### src/rtl/cpu_pkg.sv
// Shared encodings for the comparator, the instruction decoder and the
// compare/branch controller: request opcodes, branch conditions and the bit
// positions of the comparator flags.
package cpu_pkg;

  typedef enum logic [1:0] {
    OP_CMP   = 2'd0,  // compare a/b, no branch result
    OP_BR    = 2'd1,  // evaluate the flags the comparator already holds
    OP_CMPBR = 2'd2,  // compare a/b, then evaluate the fresh flags
    OP_LOAD  = 2'd3   // load a into the comparator flag register
  } op_e;

  typedef enum logic [2:0] {
    COND_EQ     = 3'd0,
    COND_NE     = 3'd1,
    COND_LT     = 3'd2,
    COND_GT     = 3'd3,
    COND_LE     = 3'd4,
    COND_GE     = 3'd5,
    COND_ALWAYS = 3'd6,
    COND_NEVER  = 3'd7
  } cond_e;

  localparam int FLAG_EQ_BIT = 0;  // bus1 == bus2
  localparam int FLAG_NE_BIT = 1;  // bus1 != bus2
  localparam int FLAG_LT_BIT = 2;  // bus1 <  bus2
  localparam int FLAG_GT_BIT = 3;  // bus1 >  bus2

endpackage

### src/rtl/cmp_branch_ctrl_cond_eval.sv
// cond_eval: purely combinational branch-condition evaluator. Shared with the
// decoder's branch predictor, so it depends only on the low flag nibble.
//   flags  in  4  comparator flags (EQ/NE/LT/GT at the FLAG_* positions)
//   cond   in  3  branch condition (cond_e)
//   taken  out 1  condition holds for these flags
module cond_eval
  import cpu_pkg::*;
#(
  parameter int FLAG_EQ = FLAG_EQ_BIT,
  parameter int FLAG_NE = FLAG_NE_BIT,
  parameter int FLAG_LT = FLAG_LT_BIT,
  parameter int FLAG_GT = FLAG_GT_BIT
) (
  input  logic [3:0] flags,
  input  cond_e      cond,
  output logic       taken
);

  always_comb begin
    taken = 1'b0;
    unique case (cond)
      COND_EQ:     taken = flags[FLAG_EQ];
      COND_NE:     taken = flags[FLAG_NE];
      COND_LT:     taken = flags[FLAG_LT];
      COND_GT:     taken = flags[FLAG_GT];
      COND_LE:     taken = flags[FLAG_LT] | flags[FLAG_EQ];
      COND_GE:     taken = flags[FLAG_GT] | flags[FLAG_EQ];
      COND_ALWAYS: taken = 1'b1;
      COND_NEVER:  taken = 1'b0;
      default:     taken = 1'b0;
    endcase
  end

endmodule

### src/rtl/cmp_branch_ctrl.sv
// cmp_branch_ctrl: sequencer owning the comparator. Serves one decoder request
// at a time (compare, branch evaluate, compare+branch, flag load) and returns
// a taken/not-taken result over a held valid/ready response.
//   clk, reset            clock, synchronous active-high reset
//   req_valid/req_ready   request handshake; req_op, req_cond, req_a, req_b
//   cmp_compare/cmp_load  comparator strobes, high only in STROBE
//   cmp_bus1/cmp_bus2     comparator operands, held between strobes
//   cmp_flags             comparator flags, valid the cycle after a strobe
//   rsp_valid/rsp_ready   response handshake; rsp_taken result
//   busy                  controller not idle
module cmp_branch_ctrl
  import cpu_pkg::*;
#(
  parameter int WIDTH   = 16,
  parameter int FLAG_EQ = FLAG_EQ_BIT,
  parameter int FLAG_NE = FLAG_NE_BIT,
  parameter int FLAG_LT = FLAG_LT_BIT,
  parameter int FLAG_GT = FLAG_GT_BIT
) (
  input  logic             clk,
  input  logic             reset,
  input  logic             req_valid,
  output logic             req_ready,
  input  logic [1:0]       req_op,
  input  logic [2:0]       req_cond,
  input  logic [WIDTH-1:0] req_a,
  input  logic [WIDTH-1:0] req_b,
  output logic             cmp_compare,
  output logic             cmp_load,
  output logic [WIDTH-1:0] cmp_bus1,
  output logic [WIDTH-1:0] cmp_bus2,
  input  logic [WIDTH-1:0] cmp_flags,
  output logic             rsp_valid,
  input  logic             rsp_ready,
  output logic             rsp_taken,
  output logic             busy
);

  typedef enum logic [1:0] {
    IDLE   = 2'd0,
    STROBE = 2'd1,
    EVAL   = 2'd2,
    RESP   = 2'd3
  } state_e;

  state_e           state, state_nxt;
  op_e              op_q;
  cond_e            cond_q;
  logic [WIDTH-1:0] bus1_q, bus2_q;
  logic             accept;
  logic             taken;

  // Only the low flag nibble carries condition information.
  logic unused_flags;
  assign unused_flags = ^cmp_flags[WIDTH-1:4];

  assign accept   = req_valid && req_ready;
  assign cmp_bus1 = bus1_q;
  assign cmp_bus2 = bus2_q;

  cond_eval #(
    .FLAG_EQ (FLAG_EQ),
    .FLAG_NE (FLAG_NE),
    .FLAG_LT (FLAG_LT),
    .FLAG_GT (FLAG_GT)
  ) u_cond_eval (
    .flags (cmp_flags[3:0]),
    .cond  (cond_q),
    .taken (taken)
  );

  always_ff @(posedge clk) begin
    if (reset) state <= IDLE;
    else       state <= state_nxt;
  end

  always_comb begin
    state_nxt = state;
    unique case (state)
      IDLE:    if (accept) state_nxt = (op_e'(req_op) == OP_BR) ? EVAL : STROBE;
      STROBE:  state_nxt = (op_q == OP_CMPBR) ? EVAL : RESP;
      EVAL:    state_nxt = RESP;
      RESP:    if (rsp_ready) state_nxt = IDLE;
      default: state_nxt = IDLE;
    endcase
  end

  always_comb begin
    req_ready   = (state == IDLE);
    busy        = (state != IDLE);
    rsp_valid   = (state == RESP);
    cmp_compare = (state == STROBE) && (op_q != OP_LOAD);
    cmp_load    = (state == STROBE) && (op_q == OP_LOAD);
  end

  // Request latches. The operand buses double as the a/b latches; a BR leaves
  // them untouched so they keep the operands of the last strobe.
  always_ff @(posedge clk) begin
    if (reset) begin
      op_q   <= OP_CMP;
      cond_q <= COND_EQ;
      bus1_q <= '0;
      bus2_q <= '0;
    end else if (accept) begin
      op_q   <= op_e'(req_op);
      cond_q <= cond_e'(req_cond);
      if (op_e'(req_op) != OP_BR) begin
        bus1_q <= req_a;
        bus2_q <= req_b;
      end
    end
  end

  // Result register: captured in EVAL, forced to 0 for CMP/LOAD, held in RESP.
  always_ff @(posedge clk) begin
    if (reset)                                      rsp_taken <= 1'b0;
    else if (state == EVAL)                         rsp_taken <= taken;
    else if ((state == STROBE) && (op_q != OP_CMPBR)) rsp_taken <= 1'b0;
  end

endmodule

### config.mk
export PLATFORM = sky130hd
export DESIGN_NAME = cmp_branch_ctrl
export DESIGN_NICKNAME = d
export VERILOG_FILES = /design/src/rtl/cpu_pkg.sv /design/src/rtl/cmp_branch_ctrl_cond_eval.sv /design/src/rtl/cmp_branch_ctrl.sv
export SDC_FILE = /design/constraint.sdc
export NUM_CORES = 1
export LEC_CHECK = 0
export ABC_AREA = 1
export BUFFER_PORTS_ARGS = -buffer_cell sky130_fd_sc_hd__buf_2
export CAP_MARGIN = 20
export CORE_MARGIN = 3
export CORE_UTILIZATION = 42
export CTS_CLUSTER_DIAMETER = 30
export DETAILED_ROUTE_END_ITERATION = 12
export PLACE_DENSITY = 0.88
export SYNTH_ARGS = -nofsm -noshare
export SYNTH_HDL_FRONTEND = slang
export SYNTH_SLANG_ARGS = --single-unit
### constraint.sdc
create_clock -name clk -period 2 [get_ports clk]
set_clock_uncertainty 0.1 [all_clocks]
set_input_delay 0.1 -clock clk [delete_from_list [all_inputs] [get_ports clk]]
set_output_delay 0.1 -clock clk [all_outputs]
set_load 0.02 [all_outputs]
### Word level (Yosys, flattened, before mapping)

Index checks and enable logic that the tools add are counted.

* reduce and logical (&&, ||, !) cells: 10
* eq/ne operators: 18
* bitwise gates (word level): 2
* mux-type cells: 8

Operator list (number)
* 3-bit equality test, second input constant: 4
* 2-bit equality test, second input constant: 4
* 1-bit case mux with 8 select lines: 1
* 2-bit case mux with 4 select lines: 1
* 3-bit by 2-bit equality test with 1-bit output, second input constant: 2
* 2-bit 2-to-1 mux: 3
* 2-bit by 1-bit != test with 1-bit output, second input constant: 3
* 2-bit by 1-bit equality test with 1-bit output, second input constant: 2
* 1-bit logical AND: 4
* 2-bit != test, second input constant: 2
* 2-bit AND reduction: 2
* 2-bit nonzero test: 2
* 3-bit by 1-bit equality test with 1-bit output, second input constant: 1
* 3-bit logical NOT: 1
* 1-bit 2-to-1 mux: 3
* 2-bit logical NOT: 1
* 1-bit bitwise OR: 2

* register bits after elaboration: 40
* output and inout port bits: 38
* word-level logic and storage cells: 44

### Depth between registers and ports, before layout

Gate-level depths: netlist of run 1.

* word-level depth: 4
* gate-level depth with buffers: 9
* mapped depth without buffers: 8

### Hierarchy

A second synthesis of run 1 with hierarchy kept.

* cells, all modules: 215
* area, all modules: 1621.6 um^2

By module, submodules not included
* cmp_branch_ctrl: instances 1, cells each 199, area an instance 1546.5 um^2, sequential area each 800.8 um^2
* cond_eval: instances 1, cells each 16, area an instance 75.1 um^2, sequential area each 0.0 um^2

### Least setup slack after synthesis of run 1

OpenSTA, ideal clock, no wires.

* path type: register -> register
* start point: register state[0]
* end point: register state[0]
* buffers on the path: 0
* path slack: 0.364 ns
* required time: 1.780 ns
* clock period less this slack: 1.636 ns
* cell stages (with the launch flop): 8
* arrival time: 1.416 ns
* cells stage by stage: dfxtp_1 inv_1 ha_1 inv_1 o22ai_1 inv_1 o21ai_0 a21oi_1

* longest elaborated chain between the ends: 4

Ends and longest elaborated chain
* start, declared: RTL line cmp_branch_ctrl.sv:46 `state_e state, state_nxt;`
* start signal, assigned: RTL line cmp_branch_ctrl.sv:74 `else state <= state_nxt;`
* 2-bit logical NOT (*): RTL line cmp_branch_ctrl.sv:89 `req_ready = (state == IDLE);`
* via req_ready: RTL line cmp_branch_ctrl.sv:23 `output logic req_ready,`
* 1-bit logical AND: RTL line cmp_branch_ctrl.sv:57 `assign accept = req_valid && req_ready;`
* 2-bit by 1-bit != test with 1-bit output (no line)
* 2-bit AND reduction (no line)

The timed path passes the listed nets; every way through them passes the cells marked *.
A chain may end at the register's enable or synchronous reset.

### Worst setup path in the final report of run 1

* start point: register state[0]
* end point: register bus2_q[9] (netlist: cmp_bus2[9])

* longest elaborated chain between the ends: 3

Ends and longest elaborated chain
* 2-bit logical NOT: RTL line cmp_branch_ctrl.sv:89
* 1-bit logical AND: RTL line cmp_branch_ctrl.sv:57
* 2-bit AND reduction (no line)
* end signal, assigned: RTL line cmp_branch_ctrl.sv:109 `bus2_q <= req_b;`
* end, declared: RTL line cmp_branch_ctrl.sv:49 `logic [WIDTH-1:0] bus1_q, bus2_q;`

Every way passes these cells.

==> metrics, run 1 <==
FF-to-FF path depth=9; Reg2Reg Launch Point=state[0]; Storage cell area=801 um^2; Synth Instances=210; startpoint class of the critical path=flip-flop; Synth Area in XOR/XNOR=0; top-level I/O count=95; LEAKAGE=~0.0012 uW; DR iter-0 viols=approximately 70; Max Freq=558 MHz; Worst EP required=roughly 2100 ps; worst hold path class=in2reg; Worst Tran Pin Value=585 ps; Core Util, Final=0.715; Synth Area in Simple Gates=0.222; Max Slew Vio Count=0; Worst setup startpoint=state[0]; Distinct cells, synth=16; Worst Path Arrival=1870 ps; fin crit period=roughly 1800 ps; adder-cell share of the synthesized area=0.0317; Final Hold Fails=0; cell taking the most area after synthesis=dfxtp_1; clk root buf=clkbuf_8; htree depth=2; commonest non-fill, non-tap cell in the layout=buf_2; CTS Buf Count=5; largest family of logic cells by synthesized area=simple AND/OR/NAND/NOR gates; CTS tree=built; Clock Latency Late Sink=around 280 ps; clock slew at the register clock pins of the worst setup and hold paths=~70 ps; mapped cell area=approximately 0.0016 mm^2; DRT Wirelength=roughly 4.5 mm; dominant cells by area after synthesis=dfxtp_1 51%, nor2_1 16%, o21ai_0 13%; CTS sink cnt=40; post-synth top area share=0.507; Worst Min Path Start=req_b[10]; # rows=21; syn avg cell area=between 7 and 8 um^2; Final GP Congestion=0.755; capturing element type of the critical path=flip-flop; post-synthesis sequential area ratio=0.507; most frequent cells in the layout=82 x buf_2, 69 x nor2_1, 40 x o21ai_0, 40 x dfxtp_1, 33 x dlygate4sd3_1; outcome=finished, final reports clean; largest net degree at the start of global routing=33; Vias=roughly 1,700; total core area=0.00347 mm^2; # DRC=0; Synth Area in Compound Gates=0.162; n_diodes=0; multi-input combinational cell area=about 660 um^2; post-CTS setup buffers=0; Worst VDD drop=718 uV; RSZ-0062 raised after global routing=no; Layout Nets=just under 400; Vias/cell=4.55; max cap viols=0; Pwr per Cell Area=roughly 1000 mW/mm^2; period utilization=0.896; width of the die=around 67 um; Yosys reg bits=40; Port Buffers=between 80 and 90; Starting Density=0.455; grt total ovfl=0; GRT Util Overall=0.205; share of post-route cells with drive strength above 1=0.294; CTS Buffer Depth=2; first-pass GRT wire length=between 6 and 7 mm; Post-Route Setup TNS=0 ps; DP Wirelength=2.77 mm; post-CTS sizing=0; initial antenna violation count=0; critical path class=reg2reg; mean routed wirelength per cell=between 10 and 15 um; Post-Syn Nets=271; Slew HR=0.609; P&R area growth vs syn=57.1%; Worst Hold Path Cells=3; vias in the first global route=approximately 1,500; fillers=between 200 and 300; die area=0.00453 mm^2; Pre-antenna DRT Iters=4; Final Setup Violations=0; Post-DRT Antenna Nets=0; proportion of synthesized area in mux cells=0; CP Max Fanout=22; Synth Warn #=0; die height=slightly below 70 um
-- Yosys cell counts, drive strengths merged --
cell / n
a21oi: 10
buf: 3
clkbuf: 6
clkinv: 1
dfxtp: 40
ha: 4
inv: 15
nand2: 17
nand3: 3
nand3b: 1
nor2: 69
o21ai: 40
o22ai: 1
-- per-stage QoR --
stage / total power [uW] / hold WS, ps / cell area [um^2] / worst slack (ps) / instances
after floorplan: 1460 / 69.1 / 1580 / 364 / 210
after global placement: 1660 / 221 / 2020 / 270 / 332
after detailed placement: 1680 / 233 / 2020 / 237 / 332
after CTS: 2480 / 0.328 / 2480 / 225 / 372
after global routing: 2620 / 4.25 / 2480 / 77.9 / 372
final: 2470 / 5.77 / 2480 / 207 / 372
-- cell type report --
| cell class | instances | area share |
|---|---|---|
| clock inverter | 2 | 0.0242 |
| inverter | 16 | 0.0247 |
| multi-input combinational | 145 | 0.265 |
| clock buffer | 5 | 0.0277 |
| tap | 46 | 0.0232 |
| timing repair buffer | 118 | 0.313 |
| sequential | 40 | 0.323 |
-- worst max-delay path, stage by stage (launching register included) --
cell	delay (ps)
dfxtp_1	400
inv_1	80
ha_1	250
nand2_2	160
inv_2	80
nand2_2	80
clkinv_2	160
buf_12	210
nor2_1	100
nor2_1	60
-- per-layer routing --
layer  GRT usage  routed length (um)
met1       0.215                1710
met2       0.396                2500
met3      0.0433                 230
met4      0.0759                  48
met5           0                   0
-- kinds of logic after synthesis --
logic type | count (synthesis)
flops | 40
fa+ha+maj | 4
compound gates | 51
buf+inv | 25
simple gates | 90
-- path summary, 6_finish.rpt --
check | endpoint | slack (ps)
worst max-delay path | cmp_bus2[9] | 210
worst min-delay path | cmp_bus2[10] | 6
worst max register to register | cmp_bus2[9] | 210
worst min register to register | cmp_bus1[13] | 380
-- flip-flops by register name, summed over array words and instances (netlist names) --
| register | count |
|---|---|
| cmp_bus1 | 16 |
| cmp_bus2 | 16 |
| cond_q | 3 |
| op_q | 2 |
| state | 2 |
| rsp_taken | 1 |
-- power by group --
| part | internal (uW) | switching (uW) | total [uW] |
|---|---|---|---|
| logic | 283 | 450 | 733 |
| registers | 918 | 67.9 | 986 |
| clock network | 491 | 261 | 751 |
| total | 1690 | 778 | 2470 |
-- repair_timing --
item,4_1_cts,5_1_grt
hold buffers,33,0
endpoints found under the hold margin,34,0
endpoints found under the setup margin,0,0
No activity file was read; power rests on OpenSTA's default activity.
==> run 2: changes to the inputs <==
- CAP_MARGIN: 20 -> unset
- GPL_TIMING_DRIVEN: unset -> 0
==> metrics, run 2 (synthesized netlist as in run 1, its figures left out) <==
DR iter-0 viols=between 90 and 100; # DRC=0; Worst EP required=2080 ps; period utilization=0.874; worst hold path class=in2reg; post-CTS setup buffers=0; DP Wirelength=~3 mm; startpoint class of the critical path=flip-flop; DRT Wirelength=approximately 4.5 mm; Worst Hold Path Cells=3; commonest non-fill, non-tap cell in the layout=buf_2; die height=67.3 um; Post-DRT Antenna Nets=0; Worst VDD drop=592 uV; Slew HR=0.748; first-pass GRT wire length=approximately 7 mm; clk root buf=clkbuf_8; Port Buffers=just over 80; # rows=21; max cap viols=0; die area=0.00453 mm^2; outcome=finished, final reports clean; vias in the first global route=1,678; Core Util, Final=0.712; Final Hold Fails=0; n_diodes=0; Worst Tran Pin Value=roughly 380 ps; capturing element type of the critical path=flip-flop; Vias=around 1,800; critical path class=reg2reg; fillers=roughly 280; clock slew at the register clock pins of the worst setup and hold paths=around 70 ps; RSZ-0062 raised after global routing=no; CP Max Fanout=10; Starting Density=0.455; Final Setup Violations=0; Pwr per Cell Area=905 mW/mm^2; P&R area growth vs syn=56.3%; mean routed wirelength per cell=approximately 12 um; total core area=0.00347 mm^2; Max Freq=572 MHz; initial antenna violation count=0; most frequent cells in the layout=82 x buf_2, 69 x nor2_1, 40 x o21ai_0, 40 x dfxtp_1, 34 x dlygate4sd3_1; fin crit period=about 1700 ps; grt total ovfl=0; CTS tree=built; CTS Buffer Depth=2; Vias/cell=4.67; Final GP Congestion=around 0.76; FF-to-FF path depth=9; Worst Path Arrival=approximately 1800 ps; htree depth=2; CTS Buf Count=5; GRT Util Overall=0.206; Pre-antenna DRT Iters=4; share of post-route cells with drive strength above 1=0.297; top-level I/O count=between 90 and 100; largest net degree at the start of global routing=13; Post-Route Setup TNS=0 ps; CTS sink cnt=40; Clock Latency Late Sink=between 200 and 300 ps; width of the die=67.3 um; Layout Nets=approximately 390; LEAKAGE=roughly 0.0012 uW; Max Slew Vio Count=0
[run 2: report_power, final]
part           total [uW]  internal, uW  switching (uW)  leakage, uW
registers             989           918            70.8     0.000330
clock network         498           236             262    0.0000400
logic                 747           294             453     0.000849
[run 2: per-layer routing]
layer	global-route usage	vias to the layer above	wire length, um
met4	0.0835	0	113
met3	0.0616	14	295
met2	0.390	65	2340
li1	-	911	-
met5	0	-	0
met1	0.209	779	1770
[run 2: timing repair]
item                                   4_1_cts  5_1_grt
hold buffers                                33        1
gates resized for setup                      0        0
endpoints found under the hold margin       34        1
[run 2: critical path: stages, from the launching register on]
cell	delay (ps)
dfxtp_1	400
inv_1	90
ha_1	250
nand2_2	160
inv_2	80
nand2_2	130
clkinv_2	120
buf_6	160
nor2_1	100
nor2_1	70
[run 2: path summary, 6_finish.rpt]
path / to / from / slack, ps
setup reg to reg: cmp_bus2[13] / state[0] / 250
hold / removal: cond_q[1] / req_cond[1] / 10
hold reg to reg: cmp_bus1[9] / cmp_bus1[9] / 380
setup / recovery: cmp_bus2[13] / state[0] / 250
[run 2: metrics by stage]
step	instances	setup slack [ps]	cell area, um^2	hold slack, ps	total power (uW)
6_report	379	252	2470	10.4	2230
5_1_grt	379	138	2470	33.4	2380
4_1_cts	378	265	2460	0.613	2240
3_5_place_dp	338	266	2050	231	1700
3_3_place_gp	338	324	2050	223	1670
2_1_floorplan	210	364	1580	69.1	1460
[run 2: area by class of cell]
type	count	area, um^2	share of cell area
inverter	16	61.3	0.0248
multi-input combinational	145	657	0.266
clock buffer	5	68.8	0.0279
timing repair buffer	116	751	0.304
clock inverter	2	12.5	0.00507
buffer	9	60.1	0.0243
sequential	40	801	0.324
tap	46	57.6	0.0233
